**config.mk**
```make
export PLATFORM = sky130hd
export DESIGN_NAME = intr_ctrl
export DESIGN_NICKNAME = d
export VERILOG_FILES = /design/src/rtl/intr_ctrl_pkg.sv /design/src/rtl/intr_ctrl_irq_edge_sync.sv /design/src/rtl/intr_ctrl.sv
export SDC_FILE = /design/constraint.sdc
export NUM_CORES = 1
export LEC_CHECK = 0
export CAP_MARGIN = 20
export CORE_MARGIN = 1
export CORE_UTILIZATION = 47
export CTS_BUF_LIST = sky130_fd_sc_hd__clkbuf_4
export DETAILED_ROUTE_END_ITERATION = 8
export PLACE_DENSITY = 0.89
export RECOVER_POWER = 100
export SYNTH_ARGS = -nofsm -noshare
export SYNTH_HDL_FRONTEND = slang
export SYNTH_SLANG_ARGS = --single-unit
```
**constraint.sdc**
```tcl
create_clock -name clk -period 1.52 [get_ports clk]
set_input_delay 0.38 -clock clk [delete_from_list [all_inputs] [get_ports clk]]
set_output_delay 0.38 -clock clk [all_outputs]
set_load 0.01 [all_outputs]
```
**src/rtl/intr_ctrl_pkg.sv**
```systemverilog
// rtl/intr_ctrl_pkg.sv - shared constants and FSM encoding for the interrupt controller
//
// Purpose: processor-level constants (PC width, vector table placement) and
// the controller state encoding, imported by intr_ctrl.
package intr_ctrl_pkg;

  localparam int              INTR_PC_W       = 10;
  localparam logic [9:0]      INTR_VEC_BASE   = 10'h3F0;
  localparam int              INTR_VEC_STRIDE = 4;
  localparam int              INTR_ID_W       = 3;

  typedef enum logic [1:0] {
    ST_IDLE    = 2'd0,
    ST_ENTER   = 2'd1,
    ST_SERVICE = 2'd2
  } state_t;

endpackage

```
**src/rtl/intr_ctrl_irq_edge_sync.sv**
```systemverilog
// rtl/intr_ctrl_irq_edge_sync.sv - per-line synchroniser and rising-edge detector
//
// Purpose: brings one asynchronous request line into the clk domain through
// two flops (s1, s2) and keeps one history flop (s3) for edge detection.
// Ports:
//   clk   in  system clock
//   reset in  synchronous, active-high reset (clears all three flops)
//   irq   in  asynchronous request line
//   rise  out one-cycle pulse on a synchronised 0->1 transition
module irq_edge_sync (
  input  logic clk,
  input  logic reset,
  input  logic irq,
  output logic rise
);

  logic s1, s2, s3;

  always_ff @(posedge clk) begin
    if (reset) begin
      s1 <= 1'b0;
      s2 <= 1'b0;
      s3 <= 1'b0;
    end else begin
      s1 <= irq;
      s2 <= s1;
      s3 <= s2;
    end
  end

  assign rise = s2 & ~s3;

endmodule

```
**src/rtl/intr_ctrl.sv**
```systemverilog
// rtl/intr_ctrl.sv - pending/mask/priority interrupt controller feeding the control unit
//
// Purpose: captures rising edges on the request lines as pending bits, masks
// them with the enable register, picks the lowest-index eligible line and
// issues a single-cycle s_interruption with the handler vector. No nesting:
// new entries wait until s_finish_interr returns the FSM to IDLE.
// Ports:
//   clk, reset        clock and synchronous active-high reset
//   irq               asynchronous request lines (rising edge significant)
//   ien_we, ien_in    enable-mask write strobe and new mask
//   ovr_clr           clears all overrun flags
//   s_finish_interr   handler completed (FNSH)
//   s_interruption    take interrupt this cycle
//   vector            handler address, valid while s_interruption is high
//   irq_id            line being or last serviced
//   in_service        high from entry until finish
//   pending           current pending bits
//   overrun           sticky: edge seen while the line was already pending
module intr_ctrl
  import intr_ctrl_pkg::*;
#(
  parameter int              N_IRQ      = 4,
  parameter int              PC_W       = INTR_PC_W,
  parameter logic [PC_W-1:0] VEC_BASE   = PC_W'(INTR_VEC_BASE),
  parameter int              VEC_STRIDE = INTR_VEC_STRIDE
) (
  input  logic                 clk,
  input  logic                 reset,
  input  logic [N_IRQ-1:0]     irq,
  input  logic                 ien_we,
  input  logic [N_IRQ-1:0]     ien_in,
  input  logic                 ovr_clr,
  input  logic                 s_finish_interr,
  output logic                 s_interruption,
  output logic [PC_W-1:0]      vector,
  output logic [INTR_ID_W-1:0] irq_id,
  output logic                 in_service,
  output logic [N_IRQ-1:0]     pending,
  output logic [N_IRQ-1:0]     overrun
);

  state_t                 state;
  logic [N_IRQ-1:0]       ien;
  logic [N_IRQ-1:0]       rise;
  logic [N_IRQ-1:0]       elig;
  logic [N_IRQ-1:0]       clr;
  logic                   take;
  logic [INTR_ID_W-1:0]   winner;
  logic [PC_W-1:0]        vec_calc;

  for (genvar g = 0; g < N_IRQ; g++) begin : g_sync
    irq_edge_sync u_sync (
      .clk   (clk),
      .reset (reset),
      .irq   (irq[g]),
      .rise  (rise[g])
    );
  end

  // Scanning from high to low lets the lowest eligible index overwrite last.
  always_comb begin
    elig   = pending & ien;
    take   = (state == ST_IDLE) && (|elig);
    winner = '0;
    for (int i = N_IRQ - 1; i >= 0; i--) begin
      if (elig[i]) winner = INTR_ID_W'(i);
    end
    clr = '0;
    for (int i = 0; i < N_IRQ; i++) begin
      clr[i] = take && (winner == INTR_ID_W'(i));
    end
    vec_calc = PC_W'(32'(VEC_BASE) + 32'(winner) * VEC_STRIDE);
  end

  always_ff @(posedge clk) begin
    if (reset) begin
      state          <= ST_IDLE;
      ien            <= '0;
      pending        <= '0;
      overrun        <= '0;
      irq_id         <= '0;
      vector         <= VEC_BASE;
      s_interruption <= 1'b0;
      in_service     <= 1'b0;
    end else begin
      if (ien_we) ien <= ien_in;

      // A new edge wins over the acceptance clear of the same line.
      pending <= (pending & ~clr) | rise;

      // A new overrun wins over ovr_clr in the same cycle.
      if (ovr_clr) overrun <= rise & pending & ~clr;
      else         overrun <= overrun | (rise & pending & ~clr);

      // Outputs are registered alongside the state so s_interruption is
      // exactly "state == ST_ENTER" with no path from irq.
      case (state)
        ST_IDLE: begin
          if (take) begin
            state          <= ST_ENTER;
            irq_id         <= winner;
            vector         <= vec_calc;
            s_interruption <= 1'b1;
            in_service     <= 1'b1;
          end
        end
        ST_ENTER: begin
          state          <= ST_SERVICE;
          s_interruption <= 1'b0;
          in_service     <= 1'b1;
        end
        ST_SERVICE: begin
          if (s_finish_interr) begin
            state      <= ST_IDLE;
            in_service <= 1'b0;
          end
        end
        default: begin
          state          <= ST_IDLE;
          s_interruption <= 1'b0;
          in_service     <= 1'b0;
        end
      endcase
    end
  end

endmodule
```
==> flow_metrics.env, run 1 <==
export IMPL_status="finished, final reports clean"
export IMPL_drt_pass1_iter_count=4
export IMPL_hold_path_class="flip-flop to flip-flop"
export IMPL_path_buf_inv=1
export IMPL_post_drt_via_cell_ratio=4.99
export IMPL_fin_crit_ps=1390
export IMPL_core_area_mm2=0.00225
export IMPL_placed_cells=165
export IMPL_crit_cells=1
export IMPL_clk_insertion_delay_late_ps=320
export IMPL_register_area_um2=602
export IMPL_grt_use_total_pct=18.3
export IMPL_yosysWarningCount=0
export IMPL_netlist_area_mm2=0.00114
export IMPL_detail_route_antenna_nets=0
export IMPL_drv_cap=0
export IMPL_layout_commonest_cell="sky130_fd_sc_hd__dfxtp_1"
export IMPL_fin_skew_ps=3.38
export IMPL_synthesis_instances=115
export IMPL_synth_seq_area_share_pct=52.6
export IMPL_most_common_layout_cells="sky130_fd_sc_hd__dfxtp_1 (29), sky130_fd_sc_hd__dlygate4sd2_1 (14), sky130_fd_sc_hd__nor2b_1 (13)"
export IMPL_synth_lib_cells_used_distinct=25
export IMPL_route_final_wire_length_um=2030
export IMPL_grt_overflow_total=0
export IMPL_irDropWorstVdd_mv=0.814
export IMPL_setup_violations_final=0
export IMPL_fin_cells=173
export IMPL_grt_first_pass_wirelength_um=3420
export IMPL_post_cts_hold_buffer_count=0
export IMPL_fp_row_count=17
export IMPL_final_hold_viol_count=0
export IMPL_rr_endpoint="vector[2]"
export IMPL_cp_endpoint="pending[3]"
export IMPL_multiInputGateArea_um2=455
export IMPL_timing_critical_path_cells="dlygate4sd2_1"
export IMPL_clock_fmax_mhz=721
export IMPL_timing_critical_path_from="pending[3]"
export IMPL_cts_root_buffer="sky130_fd_sc_hd__clkbuf_4"
export IMPL_cts_root_to_sink_buffers=2
export IMPL_grt_setup_unrepaired="no"
export IMPL_vias_in_the_first_global_route=806
export IMPL_drt_initial_violations=7
export IMPL_power_density_cell_area_mw_per_mm2=1120
export IMPL_criticalPathCategory="flip-flop to output pin"
export IMPL_boundaryPins=36
export IMPL_timing_critical_path_arrival_ps=1010
export IMPL_die_width_um=51.3
export IMPL_worstReg2RegStart="pending[0]"
export IMPL_floorplan_initialDensity_pct=50.7
export IMPL_post_dp_hpwl_um=1490
export IMPL_layout_worst_path_cycle_share_pct=91.3
export IMPL_slew_violations=0
export IMPL_cp_slowest_stage_delay_ps=400
export IMPL_routedWlPerCell_um=11.7
export IMPL_final_core_util_pct=64.1
export IMPL_r2r_worst_path_cells=5
export IMPL_crit_path_max_fanout=4
export IMPL_cpLargestDelayFamily="flip-flops"
export IMPL_setup_tns_final_ps=0
export IMPL_cts_reportedPaths_clkPinSlew_ps=90
export IMPL_synthToLayoutAreaGrowth_pct=26.5
export IMPL_cts_inserted_buffers=5
export IMPL_syn_mean_instance_area_um2=9.93
export IMPL_crit_slowest_cell="sky130_fd_sc_hd__dfxtp_1"
export IMPL_ant_diodes=0
export IMPL_routed_via_count=864
export IMPL_crit_required_ps=1140
export IMPL_postSynthRegisterBits=30
export IMPL_hold_path_startpoint="g_sync[0].u_sync.s1"
export IMPL_worst_setup_path_end_kind="output pin"
export IMPL_numPortBuffers=26
export IMPL_power_leakage_uw=0.000635
export IMPL_post_route_drc_count=0
export IMPL_h_tree_depth=2
export IMPL_fillCellCount=207
export IMPL_grt_start_max_net_pins=13
export IMPL_tritoncts="done"
export IMPL_floorplan_die_area_mm2=0.00263
export IMPL_postLayoutCellArea_mm2=0.00145
export IMPL_antenna_violations_before_repair=0
export IMPL_cts_sinks=30
export IMPL_die_height_um=51.3
export IMPL_crit_path_start_kind="flip-flop"
export IMPL_dpl_cell_area_mm2=0.00140
export IMPL_drive_gt1_share_pct=11.0
export IMPL_gp_routability_congestion=0.821
export IMPL_r2r_setup_slack_ps=220
export IMPL_design_final_nets=157
[cells in the mapped netlist (all sizes together)]
cell	instances	area share, %
a22o	2	2.4
nand3b	1	0.66
dfxtp	30	53
mux2i	5	4.4
o21ai	1	1.4
nand2	9	3.0
conb	2	0.66
a32oi	2	1.5
nand3	2	0.88
nor2b	13	7.1
nor2	11	4.3
buf	11	7.2
a31o	1	0.77
nor4	1	0.55
o31ai	3	2.0
nor4b	1	1.3
inv	2	0.66
nand2b	4	2.2
clkbuf	4	1.3
nand4	1	0.55
a211oi	2	1.3
a21oi	6	2.6
a22oi	1	0.66
[metal layers]
metal	part of all wire, %	vias to the layer above	GRT usage [%]	wire length, um
met5	0	-	0	0
met4	1.6	0	10.4	32
met1	43	392	19.3	868
met2	48	38	30.5	979
met3	7.4	7	7.44	151
li1	-	427	-	-
[stage by stage]
stage | power [uW] | hold slack [ps] | worst slack, ps
6_report | 1620 | 446 | 132
5_1_grt | 1700 | 459 | 58.9
4_1_cts | 1650 | 453 | 139
3_5_place_dp | 1010 | 429 | 16.2
3_3_place_gp | 1010 | 421 | 49.7
2_1_floorplan | 954 | 414 | 362
[cell type report]
class	instances	share of cell area, %
Clock inverter	1	2.08
Clock buffer	7	3.64
Inverter	2	0.519
Multi-Input combinational cell	75	31.5
Timing Repair Buffer	30	18.2
Tap cell	28	2.42
Sequential cell	30	41.6
[where the power goes]
part | total (uW) | switching (uW) | internal (uW) | leakage, uW
clock | 640 | 255 | 384 | 0.0000463
sequential | 840 | 22.4 | 817 | 0.000246
combinational | 143 | 71.1 | 72.0 | 0.000343
[worst min-delay path by stage]
stage          slack (ps)  cells past startpoint             endpoint
2_1_floorplan         410                      1  g_sync[0].u_sync.s2
3_3_place_gp          420                      1  g_sync[3].u_sync.s2
3_5_place_dp          430                      1  g_sync[1].u_sync.s2
4_1_cts               450                      1  g_sync[0].u_sync.s2
5_1_grt               460                      1  g_sync[0].u_sync.s2
6_report              450                      1  g_sync[0].u_sync.s2
[logic make-up (layout without fill, tap and decap cells)]
family | count (synthesis) | in the layout | synth area share (%)
and+or+nand+nor | 43 | 43 | 20.5
DFF | 30 | 30 | 52.6
AOI/OAI and AO/OA | 18 | 18 | 12.7
buffers and inverters | 17 | 40 | 9.20
muxes | 5 | 5 | 4.38
other | 2 | 9 | 0.657
[state kept, by name, summed over array words and instances, names as in the netlist, 2 cells and up]
| register | flops |
|---|---|
| g_sync.u_sync.s1 | 4 |
| g_sync.u_sync.s2 | 4 |
| g_sync.u_sync.s3 | 4 |
| ien | 4 |
| overrun | 4 |
| pending | 4 |
| state | 2 |
| vector | 2 |
[timing repair]
item                                    CTS  global route
resized for setup                        16             0
setup buffers                             0             0
endpoints found under the setup margin   14             0
Note: power is estimated with default switching activity, not from simulation.
==> run 2, diff against run 1 <==
CORE_ASPECT_RATIO = 0.5   (was default)
CORE_UTILIZATION = 35   (was 47)
PLACE_DENSITY = 0.71   (was 0.89)
==> run 2 against run 1 <==
Effect of this change: power up 8.2%; setup slack worse by 9.8 ps; sequential power about the same; critical endpoint unchanged; largest cell class unchanged.
==> flow_metrics.env, run 2 (synthesis gave the netlist of run 1 again) <==
export IMPL_die_height_um=42.4
export IMPL_crit_required_ps=1140
export IMPL_cts_root_to_sink_buffers=2
export IMPL_synthToLayoutAreaGrowth_pct=29.0
export IMPL_grt_overflow_total=0
export IMPL_ant_diodes=0
export IMPL_worst_setup_path_end_kind="output pin"
export IMPL_dr_wl_met3_um=104
export IMPL_routedWlPerCell_um=9.88
export IMPL_path_buf_inv=1
export IMPL_ctsResizeCount=17
export IMPL_clk_insertion_delay_late_ps=330
export IMPL_cts_reportedPaths_clkPinSlew_ps=90
export IMPL_placed_cells=177
export IMPL_clock_fmax_mhz=716
export IMPL_fp_row_count=14
export IMPL_top_signal_layer_used="met4"
export IMPL_setup_tns_final_ps=0
export IMPL_hold_path_startpoint="g_sync[2].u_sync.s1"
export IMPL_cpLargestDelayFamily="flip-flops"
export IMPL_timing_critical_path_cells="dlygate4sd2_1"
export IMPL_hold_path_class="flip-flop to flip-flop"
export IMPL_routed_via_count=821
export IMPL_floorplan_die_area_mm2=0.00351
export IMPL_numPortBuffers=26
export IMPL_timing_critical_path_arrival_ps=1020
export IMPL_drt_pass1_iter_count=4
export IMPL_design_final_nets=157
export IMPL_cts_sinks=30
export IMPL_detail_route_wirelength_met1_um=865
export IMPL_boundaryPins=36
export IMPL_power_density_cell_area_mw_per_mm2=1190
export IMPL_fin_crit_ps=1400
export IMPL_drt_initial_violations=52
export IMPL_worstReg2RegStart="pending[0]"
export IMPL_post_dp_hpwl_um=1370
export IMPL_crit_path_start_kind="flip-flop"
export IMPL_cts_setup_buffers=0
export IMPL_most_common_layout_cells="sky130_fd_sc_hd__dfxtp_1 (29), sky130_fd_sc_hd__dlygate4sd2_1 (14), sky130_fd_sc_hd__nor2b_1 (13)"
export IMPL_post_cts_hold_buffer_count=0
export IMPL_fin_skew_ps=4.66
export IMPL_route_final_wire_length_um=1830
export IMPL_layout_worst_path_cycle_share_pct=91.9
export IMPL_post_route_drc_count=0
export IMPL_gp_routability_congestion=0.761
export IMPL_crit_path_max_fanout=4
export IMPL_final_hold_viol_count=0
export IMPL_criticalPathCategory="flip-flop to output pin"
export IMPL_dr_wl_met2_um=812
export IMPL_crit_slowest_cell="sky130_fd_sc_hd__dfxtp_1"
export IMPL_die_width_um=82.8
export IMPL_post_drt_via_cell_ratio=4.44
export IMPL_layout_commonest_cell="sky130_fd_sc_hd__dfxtp_1"
export IMPL_fillCellCount=291
export IMPL_irDropWorstVdd_mv=0.502
export IMPL_tritoncts="done"
export IMPL_power_leakage_uw=0.000638
export IMPL_grt_setup_unrepaired="no"
export IMPL_grt_use_total_pct=12.3
export IMPL_drv_cap=0
export IMPL_fin_cells=185
export IMPL_core_area_mm2=0.00305
export IMPL_grt_start_max_net_pins=11
export IMPL_grt_first_pass_wirelength_um=3070
export IMPL_drive_gt1_share_pct=8.97
export IMPL_status="finished, final reports clean"
export IMPL_timing_critical_path_from="pending[3]"
export IMPL_setup_violations_final=0
export IMPL_slew_violations=0
export IMPL_detail_route_antenna_nets=0
export IMPL_cts_root_buffer="sky130_fd_sc_hd__clkbuf_4"
export IMPL_cp_slowest_stage_delay_ps=400
export IMPL_vias_in_the_first_global_route=718
export IMPL_floorplan_initialDensity_pct=37.5
export IMPL_h_tree_depth=2
export IMPL_antenna_violations_before_repair=0
export IMPL_cts_inserted_buffers=5
-- run 2: worst paths after layout --
path	cells after the start	end	slack, ps
setup / recovery	1	pending[3]	120
hold / removal	1	g_sync[2].u_sync.s2	440
setup reg to reg	5	vector[2]	140
hold reg to reg	1	g_sync[2].u_sync.s2	440
-- run 2: power breakdown --
| part | switching [uW] | leakage [uW] | internal [uW] |
|---|---|---|---|
| clock | 273 | 0.0000528 | 507 |
| combinational | 66.7 | 0.000339 | 71.0 |
| sequential | 21.2 | 0.000246 | 817 |
| total | 361 | 0.000638 | 1390 |
-- run 2: metal layers --
metal | up-vias | global-route usage [%]
li1 | 427 | -
met1 | 364 | 15.2
met2 | 23 | 17.4
met3 | 7 | 5.87
met4 | 0 | 7.24
met5 | - | 0
-- run 2: per-stage QoR --
| step | total power (uW) | hold WS, ps | util [%] | setup WS, ps | instance area [um^2] |
|---|---|---|---|---|---|
| after floorplan | 954 | 414 | - | 362 | 1170 |
| after global placement | 1010 | 418 | 46.3 | 88.2 | 1410 |
| after detailed placement | 1010 | 423 | 46.3 | 43.5 | 1410 |
| after CTS | 1790 | 447 | 49.2 | 141 | 1500 |
| after global routing | 1830 | 455 | 48.4 | 52.3 | 1470 |
| final | 1760 | 442 | 48.4 | 122 | 1470 |
-- run 2: cell type report --
cell class	instances	area [um^2]	share of cell area, %
Clock inverter	3	63.8	4.33
Timing Repair Buffer	30	262	17.7
Sequential cell	30	602	40.8
Tap cell	40	50.0	3.40
Multi-Input combinational cell	75	452	30.6
Inverter	2	7.51	0.509
Clock buffer	5	37.5	2.55
